### src/rtl/keypad_pkg.sv
// Shared types and constants for the keypad note selector: FSM states, note table, scan defaults.
// No datapath here; the helpers are pure combinational lookups.
package keypad_pkg;

    localparam int SCAN_TICKS_DEF     = 12000;
    localparam int DEBOUNCE_SLOTS_DEF = 20;

    typedef enum logic [1:0] {
        SCAN,
        PRESS_DB,
        HOLD,
        RELEASE_DB
    } state_t;

    // Toggle counts for L_1..L_7, M_1..M_7, H_1, H_2, indexed by {col,row}
    localparam logic [16:0] NOTE_TABLE [16] = '{
        17'd95548, 17'd85136, 17'd75850, 17'd71582,
        17'd63776, 17'd56818, 17'd50618, 17'd47774,
        17'd42568, 17'd37919, 17'd35791, 17'd31888,
        17'd28409, 17'd25308, 17'd23889, 17'd21284
    };

    function automatic logic [1:0] lowest_low_row(input logic [3:0] rows);
        lowest_low_row = 2'd0;
        for (int i = 3; i >= 0; i--) begin
            if (!rows[i]) lowest_low_row = 2'(i);
        end
    endfunction

    function automatic logic [3:0] col_drive(input logic [1:0] col);
        col_drive = ~(4'b0001 << col);
    endfunction

endpackage

### src/rtl/sync2.sv
// Two-flop synchroniser for the asynchronous keypad rows; latency 2 clk.
// No backpressure; flops reset high so an idle (pulled-up) keypad is seen during reset.
module sync2 #(
    parameter int WIDTH = 4
) (
    input  logic             clk,
    input  logic             rst_n,
    input  logic [WIDTH-1:0] i_d,
    output logic [WIDTH-1:0] o_q
);

    logic [WIDTH-1:0] r_meta;
    logic [WIDTH-1:0] r_sync;

    always_ff @(posedge clk or negedge rst_n) begin
        if (!rst_n) begin
            r_meta <= '1;
            r_sync <= '1;
        end else begin
            r_meta <= i_d;
            r_sync <= r_meta;
        end
    end

    assign o_q = r_sync;

endmodule

### src/rtl/keypad_note_sel.sv
// 4x4 keypad scanner with press/release debounce; maps the held key to a tone half-period.
// Outputs registered, 1 clk after the deciding slot tick; no backpressure (free-running scan).
module keypad_note_sel
    import keypad_pkg::*;
#(
    parameter int SCAN_TICKS     = SCAN_TICKS_DEF,
    parameter int DEBOUNCE_SLOTS = DEBOUNCE_SLOTS_DEF
) (
    input  logic        clk,
    input  logic        rst_n,
    input  logic [3:0]  row_in,
    output logic [3:0]  col_out,
    output logic [3:0]  key_code,
    output logic [16:0] half_period,
    output logic        note_on
);

    localparam int              SW        = (SCAN_TICKS > 1) ? $clog2(SCAN_TICKS) : 1;
    localparam int              DW        = $clog2(DEBOUNCE_SLOTS + 1);
    localparam logic [SW-1:0]   SLOT_LAST = SW'(SCAN_TICKS - 1);
    localparam logic [DW-1:0]   DB_LAST   = DW'(DEBOUNCE_SLOTS - 1);

    state_t        r_state;
    logic [SW-1:0] r_slot_cnt;
    logic [1:0]    r_col;
    logic [1:0]    r_row;
    logic [DW-1:0] r_db_cnt;
    logic [3:0]    r_col_out;
    logic [3:0]    r_key_code;
    logic [16:0]   r_half_period;
    logic          r_note_on;

    state_t        w_state_nxt;
    logic [3:0]    w_rows_s;
    logic          w_slot_tick;
    logic          w_any_low;
    logic          w_row_lvl;
    logic [1:0]    w_col_nxt;
    logic [1:0]    w_row_nxt;
    logic [DW-1:0] w_db_nxt;
    logic [3:0]    w_key_nxt;
    logic [16:0]   w_hp_nxt;
    logic          w_note_nxt;

    sync2 #(.WIDTH(4)) u_sync2 (
        .clk   (clk),
        .rst_n (rst_n),
        .i_d   (row_in),
        .o_q   (w_rows_s)
    );

    assign w_slot_tick = (r_slot_cnt == SLOT_LAST);
    assign w_any_low   = (w_rows_s != 4'hF);
    assign w_row_lvl   = w_rows_s[r_row];

    always_ff @(posedge clk or negedge rst_n) begin
        if (!rst_n)           r_slot_cnt <= '0;
        else if (w_slot_tick) r_slot_cnt <= '0;
        else                  r_slot_cnt <= r_slot_cnt + 1'b1;
    end

    always_ff @(posedge clk or negedge rst_n) begin
        if (!rst_n) r_state <= SCAN;
        else        r_state <= w_state_nxt;
    end

    always_comb begin
        w_state_nxt = r_state;
        if (w_slot_tick) begin
            case (r_state)
                SCAN:       if (w_any_low) w_state_nxt = PRESS_DB;
                PRESS_DB:   if (w_row_lvl) w_state_nxt = SCAN;
                            else if (r_db_cnt == DB_LAST) w_state_nxt = HOLD;
                HOLD:       if (w_row_lvl) w_state_nxt = RELEASE_DB;
                RELEASE_DB: if (!w_row_lvl) w_state_nxt = HOLD;
                            else if (r_db_cnt == DB_LAST) w_state_nxt = SCAN;
                default:    w_state_nxt = SCAN;
            endcase
        end
    end

    // Column stays frozen outside SCAN; a failed press resumes rotation at the next column.
    always_comb begin
        w_col_nxt  = r_col;
        w_row_nxt  = r_row;
        w_db_nxt   = r_db_cnt;
        w_key_nxt  = r_key_code;
        w_hp_nxt   = r_half_period;
        w_note_nxt = r_note_on;
        if (w_slot_tick) begin
            case (r_state)
                SCAN: begin
                    if (w_any_low) begin
                        w_row_nxt = lowest_low_row(w_rows_s);
                        w_db_nxt  = '0;
                    end else begin
                        w_col_nxt = r_col + 2'd1;
                    end
                end
                PRESS_DB: begin
                    if (w_row_lvl) begin
                        w_col_nxt = r_col + 2'd1;
                    end else begin
                        w_db_nxt = r_db_cnt + 1'b1;
                        if (w_state_nxt == HOLD) begin
                            w_note_nxt = 1'b1;
                            w_key_nxt  = {r_col, r_row};
                            w_hp_nxt   = NOTE_TABLE[{r_col, r_row}];
                        end
                    end
                end
                HOLD: begin
                    if (w_row_lvl) w_db_nxt = '0;
                end
                RELEASE_DB: begin
                    if (w_row_lvl) begin
                        w_db_nxt = r_db_cnt + 1'b1;
                        if (w_state_nxt == SCAN) begin
                            w_note_nxt = 1'b0;
                            w_hp_nxt   = '0;
                        end
                    end
                end
                default: ;
            endcase
        end
    end

    always_ff @(posedge clk or negedge rst_n) begin
        if (!rst_n) begin
            r_col         <= '0;
            r_row         <= '0;
            r_db_cnt      <= '0;
            r_col_out     <= 4'b1110;
            r_key_code    <= '0;
            r_half_period <= '0;
            r_note_on     <= 1'b0;
        end else begin
            r_col         <= w_col_nxt;
            r_row         <= w_row_nxt;
            r_db_cnt      <= w_db_nxt;
            r_col_out     <= col_drive(w_col_nxt);
            r_key_code    <= w_key_nxt;
            r_half_period <= w_hp_nxt;
            r_note_on     <= w_note_nxt;
        end
    end

    assign col_out     = r_col_out;
    assign key_code    = r_key_code;
    assign half_period = r_half_period;
    assign note_on     = r_note_on;

endmodule

### config.mk
export PLATFORM = sky130hd
export DESIGN_NAME = keypad_note_sel
export DESIGN_NICKNAME = d
export VERILOG_FILES = /design/src/rtl/keypad_pkg.sv /design/src/rtl/sync2.sv /design/src/rtl/keypad_note_sel.sv
export SDC_FILE = /design/constraint.sdc
export NUM_CORES = 1
export LEC_CHECK = 0
export ABC_CLOCK_PERIOD_IN_PS = 2500
export BUFFER_PORTS_ARGS = -buffer_cell sky130_fd_sc_hd__buf_4
export CORE_MARGIN = 5
export CORE_UTILIZATION = 53
export DETAILED_ROUTE_END_ITERATION = 8
export GPL_TIMING_DRIVEN = 0
export PLACE_DENSITY = 0.75
export SYNTH_ARGS = -nofsm -noshare
export SYNTH_HDL_FRONTEND = slang
export SYNTH_SLANG_ARGS = --single-unit
### constraint.sdc
create_clock -name clk -period 2.5 [get_ports clk]
set_clock_uncertainty 0.05 [all_clocks]
set_input_delay 0.25 -clock clk [delete_from_list [all_inputs] [get_ports clk]]
set_output_delay 0.25 -clock clk [all_outputs]
set_load 0.03 [all_outputs]
* Word-level counts from Yosys, hierarchy flattened
Memories as Yosys holds them, arrays and structs flattened. Cells that the tools add are included.
Word-level totals: flip-flop bits (word level) 59, ROM bits 272, word-level logic and storage cells 77, memories kept 1
Memories:
- (name not given) | words 16, bits a word 17, read ports 1, clocked after memory_dff 0, wr ports 0, line keypad_note_sel.sv:108 | w_hp_nxt = NOTE_TABLE[{r_col, r_row}];
Cells by class: add/sub/neg operators 3, $lt $le $gt $ge 2, eq/ne operators 13, shifts and indexed selects 1, multiplexer cells 36, bitwise gates (word level) 3, reduce and logical (&&, ||, !) cells 7
Operators with widths (count):
- $mux 17 | 6
- $pmux 17 s2 | 1
- $mux 2 | 14
- $mux 5 | 4
- $pmux 5 s4 | 1
- $add 14x1->14 const B | 1
- $eq 14x14->1 const B | 1
- $mux 14 | 1
- $ne 2x2->1 const B | 6
- $pmux 2 s4 | 1
- $eq 2x2->1 const B | 3
- $reduce_and 6->1 | 1
- $add 5x1->5 const B | 1
- $eq 5x5->1 const B | 1
- $ge 5x5->1 const B | 1
- $mux 1 | 5
- $not 4->5 | 1
- $reduce_and 5->1 | 1
- $logic_not 2->1 | 2
- $ne 4x4->1 const B | 1
- $not 4->4 | 1
- $pmux 2 s2 | 1
- $reduce_and 4->1 | 1
- $shl 1x2->4 const A | 1
- 8 further kinds | 8

* Depth between registers and ports, before layout
Gate-level depths: netlist of run 1.
word-level depth 9, mapped depth 7, mapped depth without buffers 6

* Cells and area by module
From an unflattened synthesis of run 1, not the netlist that was laid out.
Unflattened totals: cells, all modules 272, area, all modules 2902.8 um2
Modules (own cells, without submodules):
- keypad_note_sel | times used 1, cells an instance 264, area each 2692.6 um2
- sync2 | times used 1, cells an instance 8, area each 210.2 um2

* Worst setup path before layout of run 1
No wires, ideal clock.
path type register -> register, start reg r_slot_cnt[5], end reg r_key_code[2], in the netlist key_code[2], library setup time 0.125 ns, arrival time 2.335 ns, data required time 2.325 ns, slack -0.010 ns, cell stages (with the launch flop) 6, path buffers 1, path through dfrtp_1 > or4b_4 > or4_4 > or4_4 > buf_6 > mux2_4
Between the ends: longest elaborated chain between the ends 4
Ends and longest elaborated chain:
- start: declaration | line keypad_note_sel.sv:24 | logic [SW-1:0] r_slot_cnt;
- start signal: assignment | line keypad_note_sel.sv:59 | else r_slot_cnt <= r_slot_cnt + 1'b1;
- $eq 14x14->1 (*) | line keypad_note_sel.sv:52 | assign w_slot_tick = (r_slot_cnt == SLOT_LAST);
- $mux 2 | line keypad_note_sel.sv:69 | if (w_slot_tick) begin
- $eq 2x2->1 | line keypad_note_sel.sv:105 | if (w_state_nxt == HOLD) begin
- $reduce_and 4->1 (no source line) (*)
- end signal: assignment | line keypad_note_sel.sv:143 | r_key_code <= w_key_nxt;
- end: declaration | line keypad_note_sel.sv:29 | logic [3:0] r_key_code;
Every way passes the cells marked *; elsewhere a longest branch is shown, timed or not. A chain may end at the register's enable or synchronous reset.

* Final worst setup path of run 1
Ends and elaborated chain as after synthesis.

==> out/metrics.cfg, run 1 <==
[run]
number_of_violations_of_the_max_capacitance_limit = 0

[clocking]
path_clk_slew_ns = 0.06
cts.root.buffer_cell = sky130_fd_sc_hd__clkbuf_8
cts_sinks = 59
cts_max_path_buffers = 2
htree_num_levels = 3
tritoncts = yes
cts-buffers-inserted = 9
clkLatencyLatePin_ns = 0.34

[pwr]
p_leak_uw = 0.00159
p_per_area_nw_per_um2 = 514
power_consumption_uw = 1880
vdd.ir_drop.worst_mv = 0.389

[run_status]
violations = setup timing
outcome = complete, but fails checks

[global_routing]
grt_antenna_before_repair = 0
overflow = 0
wire_length_of_the_first_global_routing_pass_um = 11600
grt_start_max_net_pins = 60
via_count_of_the_first_global_routing_pass = 2411
grt_util_all_layers = 0.200

[hold_path]
worst_hold_path_type = reg -> reg
whs_endpoint = u_sync2.o_q[1]
min_from = u_sync2.r_meta[1]
timing.hold.worst_path_depth = 0

[setup_path]
reg2reg_setup_slack_ns = -0.01
crit_path_end_kind = flip-flop
setup.worst_path.class = reg -> reg
critical_path.max_fanout = 3
cp_data_required_time_ns = 2.68
worst-endpoint-arrival_ns = 2.69
crit-reg2reg-capture = key_code[2]
worst_setup_path_start_kind = flip-flop
r2r_cells = 5
regToRegStartpoint = r_slot_cnt[5]

[place]
gp_congestion = 0.878
detailed_place_hpwl_um = 4500
detailed_place.area_um2 = 3330
port_buffers = 31

[timing]
max_slew_margin = 0.507
max_clock_freq_mhz = 398
finalHoldViolCount = 0
report.final.setup_viol = 2
postLayoutSetupSlackWorst_ns = -0.0130
tightest_slew_ns = 0.739
finalWorstPathRequiredPeriod_ns = 2.51
period_share = 1.01
rsz0062_at_grt = yes
report.final.slew_viol_count = 0
fin_tns_setup_ns = -0.0257
fin_hold_ws_ns = 0.305

[yosys]
synth_top_cells_by_count = 48 x sky130_fd_sc_hd__dfrtp_1, 28 x sky130_fd_sc_hd__o31ai_1, 22 x sky130_fd_sc_hd__o21ai_0
ys_seq_elements = 59
netlist-cell-type-count = 48
yosysWarnings = 0
yosys.area.top_type = sky130_fd_sc_hd__dfrtp_1
post-synth-top-count-cell = sky130_fd_sc_hd__dfrtp_1
share_of_async_settable_or_async_resettable_flops_after_synthesis = 1.00
synth.top_cells.by_area = sky130_fd_sc_hd__dfrtp_1 40%, sky130_fd_sc_hd__dfstp_2 9.6%, sky130_fd_sc_hd__o31ai_1 7.0%
synth_seq_area_share = 0.496
synth_fp_nets = 309
post-synth-top-area-fraction = 0.400
ys_dominant_reg_cell = sky130_fd_sc_hd__dfrtp_1
netlist_area_um2 = 3000
synthesis.instances = 293
post_synth.cell_area_avg_um2 = 10.2
synth_enable_flop_cells = 0

[route]
post_drt_via_cell_ratio = 5.84
drt_iter0_markers = 177
detailroute.via_count = 2454
route.detailed.drc = 0
routed_wirelength_um = 6830
drt_pass1_iterations = 4
drt.antenna.violating_nets = 0
routedWlPerCell_um = 16.3

[die]
dieArea_um2 = 7270
start_util = 0.545
die_h_um = 85.3
pin_count = 32
chipWidth_um = 85.3
rows = 27
design.core.area_um2 = 5510

[layout]
layout.nets = 359
layout-area-overhead-vs-synth_pct = 22.1
num_antenna_cells = 0
finish.instance_area_um2 = 3670
drive_gt1_frac = 0.270

## per-layer routing
metal | share of wire | vias up | global-route usage
met3 | 0.060 | 19 | 0.0485
met1 | 0.45 | 1188 | 0.265
met4 | 0.022 | 0 | 0.0748
met2 | 0.47 | 73 | 0.316
li1 | - | 1174 | -
met5 | 0 | - | 0
## per-stage QoR
stage	util	setup WS, ns	cells
floorplan	-	-0.0102	293
global placement	0.604	-0.113	396
detailed placement	0.604	-0.186	396
CTS	0.661	-0.0183	421
global route	0.666	-0.0680	420
finish	0.666	-0.0130	420
## critical path: stages (launching register included)
cell	delay, ns
sky130_fd_sc_hd__dfrtp_2	0.41
sky130_fd_sc_hd__or4b_4	0.55
sky130_fd_sc_hd__or4_4	0.50
sky130_fd_sc_hd__or4_4	0.45
sky130_fd_sc_hd__buf_6	0.16
sky130_fd_sc_hd__mux2_4	0.28
## final cells by class
cell class / instances / area (um^2)
buffer: 15 / 67.6
clock buffer: 11 / 141
clock inverter: 5 / 52.6
fill: 461 / 1840
inverter: 9 / 33.8
multi-input combinational: 207 / 1450
sequential: 59 / 1490
tap: 72 / 90.1
timing repair buffer: 42 / 340
## flip-flops by register name, indices dropped and copies added, names as in the netlist
signal and cells:
half_period 17, r_slot_cnt 14, r_db_cnt 5, col_out 4
key_code 4, u_sync2.o_q 4, u_sync2.r_meta 4, r_col 2
r_row 2, r_state 2, note_on 1
## cell families after synthesis
kind of cell / synth area share
and+or+nand+nor: 0.165
AOI/OAI and AO/OA: 0.175
DFF: 0.496
buffers and inverters: 0.0367
xor gates and xnor gates: 0.0379
muxes: 0.0467
adders and majority gates: 0.0417
## worst max path at each step
stage	from	endpoint	depth (start not counted)
floorplan	r_slot_cnt[5]	key_code[2]	5
global placement	r_row[0]	half_period[2]	5
detailed placement	r_row[0]	half_period[1]	5
CTS	r_slot_cnt[5]	key_code[2]	5
global route	r_slot_cnt[5]	key_code[3]	5
finish	r_slot_cnt[5]	key_code[2]	5
## placed cells by master (no fill, tap or decap), types with 4 or more instances in the layout
| cell type | Yosys | routed |
|---|---|---|
| sky130_fd_sc_hd__a21oi_1 | 12 | 12 |
| sky130_fd_sc_hd__dfstp_2 | 11 | 11 |
| sky130_fd_sc_hd__xnor2_1 | 8 | 7 |
| sky130_fd_sc_hd__nand2b_1 | 6 | 6 |
| sky130_fd_sc_hd__nand3_1 | 14 | 14 |
| sky130_fd_sc_hd__o211ai_1 | 5 | 5 |
| sky130_fd_sc_hd__dlygate4sd3_1 | 0 | 5 |
| sky130_fd_sc_hd__xor2_1 | 5 | 5 |
| sky130_fd_sc_hd__buf_4 | 0 | 36 |
| sky130_fd_sc_hd__nand2_1 | 15 | 15 |
| sky130_fd_sc_hd__nor2_1 | 20 | 20 |
| sky130_fd_sc_hd__o21ai_1 | 4 | 11 |
| sky130_fd_sc_hd__dfrtp_1 | 48 | 45 |
| sky130_fd_sc_hd__ha_1 | 10 | 9 |
| sky130_fd_sc_hd__nor3_1 | 4 | 4 |
| sky130_fd_sc_hd__inv_1 | 8 | 8 |
| sky130_fd_sc_hd__nand4_1 | 4 | 4 |
| sky130_fd_sc_hd__clkbuf_8 | 0 | 10 |
| sky130_fd_sc_hd__mux2_2 | 6 | 6 |
| sky130_fd_sc_hd__o31ai_1 | 28 | 28 |
| sky130_fd_sc_hd__o21ai_0 | 22 | 12 |
| sky130_fd_sc_hd__or3_1 | 5 | 4 |
| sky130_fd_sc_hd__nor4_1 | 4 | 4 |
| sky130_fd_sc_hd__or4_4 | 2 | 4 |
| sky130_fd_sc_hd__clkbuf_1 | 15 | 11 |
## what timing repair did
item	CTS	global route
endpoints found under the hold margin	52	0
pin swaps	0	0
endpoints found under the setup margin	20	23
resized for setup	7	18
hold buffers	5	0
setup buffers	5	1
## report_power, final
part | internal, uW | switching [uW]
combinational | 14.3 | 29.3
clock | 482 | 388
sequential | 967 | 3.75
No activity file was read; power rests on OpenSTA's default activity.
==> run 2, diff against run 1 <==
--- a/config.mk
+++ b/config.mk
@@ -6,12 +6,12 @@
 export NUM_CORES = 1
 export LEC_CHECK = 0
 export ABC_CLOCK_PERIOD_IN_PS = 2500
-export BUFFER_PORTS_ARGS = -buffer_cell sky130_fd_sc_hd__buf_4
 export CORE_MARGIN = 5
-export CORE_UTILIZATION = 53
+export CORE_UTILIZATION = 57
 export DETAILED_ROUTE_END_ITERATION = 8
+export DONT_BUFFER_PORTS = 1
 export GPL_TIMING_DRIVEN = 0
-export PLACE_DENSITY = 0.75
+export PLACE_DENSITY_LB_ADDON = 0.15
 export SYNTH_ARGS = -nofsm -noshare
 export SYNTH_HDL_FRONTEND = slang
 export SYNTH_SLANG_ARGS = --single-unit
==> out/metrics.cfg, run 2 (synthesized netlist as in run 1, its figures left out) <==
[die]
chipWidth_um = 82.6
pin_count = 32
design.core.area_um2 = 5110
dieArea_um2 = 6820
die_h_um = 82.6
start_util = 0.588
rows = 26

[layout]
layout.nets = 329
finish.instance_area_um2 = 3440
num_antenna_cells = 0
layout-area-overhead-vs-synth_pct = 14.5
largest_register_ffs = 17
drive_gt1_frac = 0.189
final_common_cell = sky130_fd_sc_hd__dfrtp_1
finish.utilization = 0.673
layoutNonFillerInstCount = 388
final_cell_mix = 46 x sky130_fd_sc_hd__dfrtp_1, 28 x sky130_fd_sc_hd__o31ai_1, 20 x sky130_fd_sc_hd__nor2_1

[place]
place_worst_setup_slack_ns = -0.182
detailed_place.area_um2 = 3090
inst_count_dp = 363
detailed_place_hpwl_um = 4370
gp_congestion = 0.893
port_buffers = 0

[global_routing]
grt_antenna_before_repair = 0
grt_start_max_net_pins = 60
overflow = 0
wire_length_of_the_first_global_routing_pass_um = 11100
grt_util_all_layers = 0.218
via_count_of_the_first_global_routing_pass = 2236

[setup_path]
cp_slowest_cell = sky130_fd_sc_hd__or4b_4
cp_data_required_time_ns = 2.67
critical_path.max_fanout = 6
cell_seen_most_often_among_critical_path_stages = sky130_fd_sc_hd__or4_4
critical-path-max-stage-delay_ns = 0.55
worst-endpoint-arrival_ns = 2.62
setup.worst_path.class = reg -> reg
path_cells = or4b_4 > or4_4 > or4_4 > buf_6 > mux2_4
crit_path_end_kind = flip-flop
worst_setup_path_start_kind = flip-flop

[clocking]
tritoncts = yes
cts_max_path_buffers = 2
htree_num_levels = 3
cts_sinks = 59
cts-buffers-inserted = 9
clkLatencyLatePin_ns = 0.34
cts.root.buffer_cell = sky130_fd_sc_hd__clkbuf_8
path_clk_slew_ns = 0.07

[timing]
postLayoutSetupSlackWorst_ns = 0.0572
report.final.slew_viol_count = 0
fin_tns_setup_ns = 0
max_slew_margin = 0.675
tightest_slew_ns = 0.487
finalWorstPathRequiredPeriod_ns = 2.44
finalHoldViolCount = 0
period_share = 0.977
rsz0062_at_grt = yes
max_clock_freq_mhz = 409
report.final.setup_viol = 0

[route]
drt_pass1_iterations = 5
route.detailed.drc = 0
drt_iter0_markers = 198
routed_wirelength_um = 6470
drt.antenna.violating_nets = 0
detailroute.via_count = 2339
routedWlPerCell_um = 16.7
post_drt_via_cell_ratio = 6.03

[run_status]
outcome = completed

[pwr]
vdd.ir_drop.worst_mv = 0.587
p_leak_uw = 0.00143
p_per_area_nw_per_um2 = 542

[hold_path]
worst_hold_path_type = reg -> reg

[run]
number_of_violations_of_the_max_capacitance_limit = 0

==> run 2: cell count changes in the layout (fill, tap and decap cells not counted), sizes merged <==
| cell | change |
|---|---|
| clkbuf | -2 |
| buf | -30 |
| clkinv | +1 |
| clkinvlp | +1 |
==> run 2: per-layer routing <==
layer,part of all wire,vias to the layer above,GRT usage
met2,0.46,80,0.332
met1,0.46,1133,0.297
met4,0.013,0,0.0784
li1,-,1118,-
met3,0.062,8,0.0629
met5,0,-,0
==> run 2: what timing repair did <==
| action | 4_1_cts | 5_1_grt |
|---|---|---|
| hold buffers | 6 | 0 |
| endpoints found under the setup margin | 19 | 21 |
| buffers inserted | 5 | 0 |
| pin swaps | 2 | 1 |
| gates resized for setup | 9 | 11 |
| endpoints found under the hold margin | 63 | 0 |
==> run 2: worst paths after layout <==
path,start,end,slack [ns],cells after the start
worst max-delay path,r_slot_cnt[5],key_code[2],0.06,5
worst min-delay path,u_sync2.r_meta[1],u_sync2.o_q[1],0.31,0
worst max register to register,r_slot_cnt[5],key_code[2],0.06,5
worst min register to register,u_sync2.r_meta[1],u_sync2.o_q[1],0.31,0
max in group asynchronous,rst_n,col_out[1],1.74,2
min in group asynchronous,rst_n,half_period[8],0.38,2
==> run 2: metrics by stage <==
stage               hold slack [ns]  power, uW
floorplan                   -0.0956        997
global placement            -0.0943       1000
detailed placement          -0.0939       1000
CTS                           0.307       1880
global route                  0.311       1950
finish                        0.306       1860
==> run 2: area by class of cell <==
type | count | area, um^2
Clock inverter | 7 | 68.8
Buffer | 16 | 76.3
Inverter | 9 | 33.8
Multi-Input combinational cell | 207 | 1440
Timing Repair Buffer | 11 | 115
Clock buffer | 9 | 124
Fill cell | 411 | 1670
Tap cell | 70 | 87.6
Sequential cell | 59 | 1490
==> run 2: where the power goes <==
part	internal (uW)	switching [uW]	total, uW
combinational	14.9	29.1	44.0
sequential	967	3.67	970
clock	456	394	849
==> run 2: worst max-delay path, delay by kind of cell (launching register included) <==
kind	cells	cell delay, ns
buffers and inverters	1	0.15
DFF	1	0.39
muxes	1	0.29
and+or+nand+nor	3	1.45
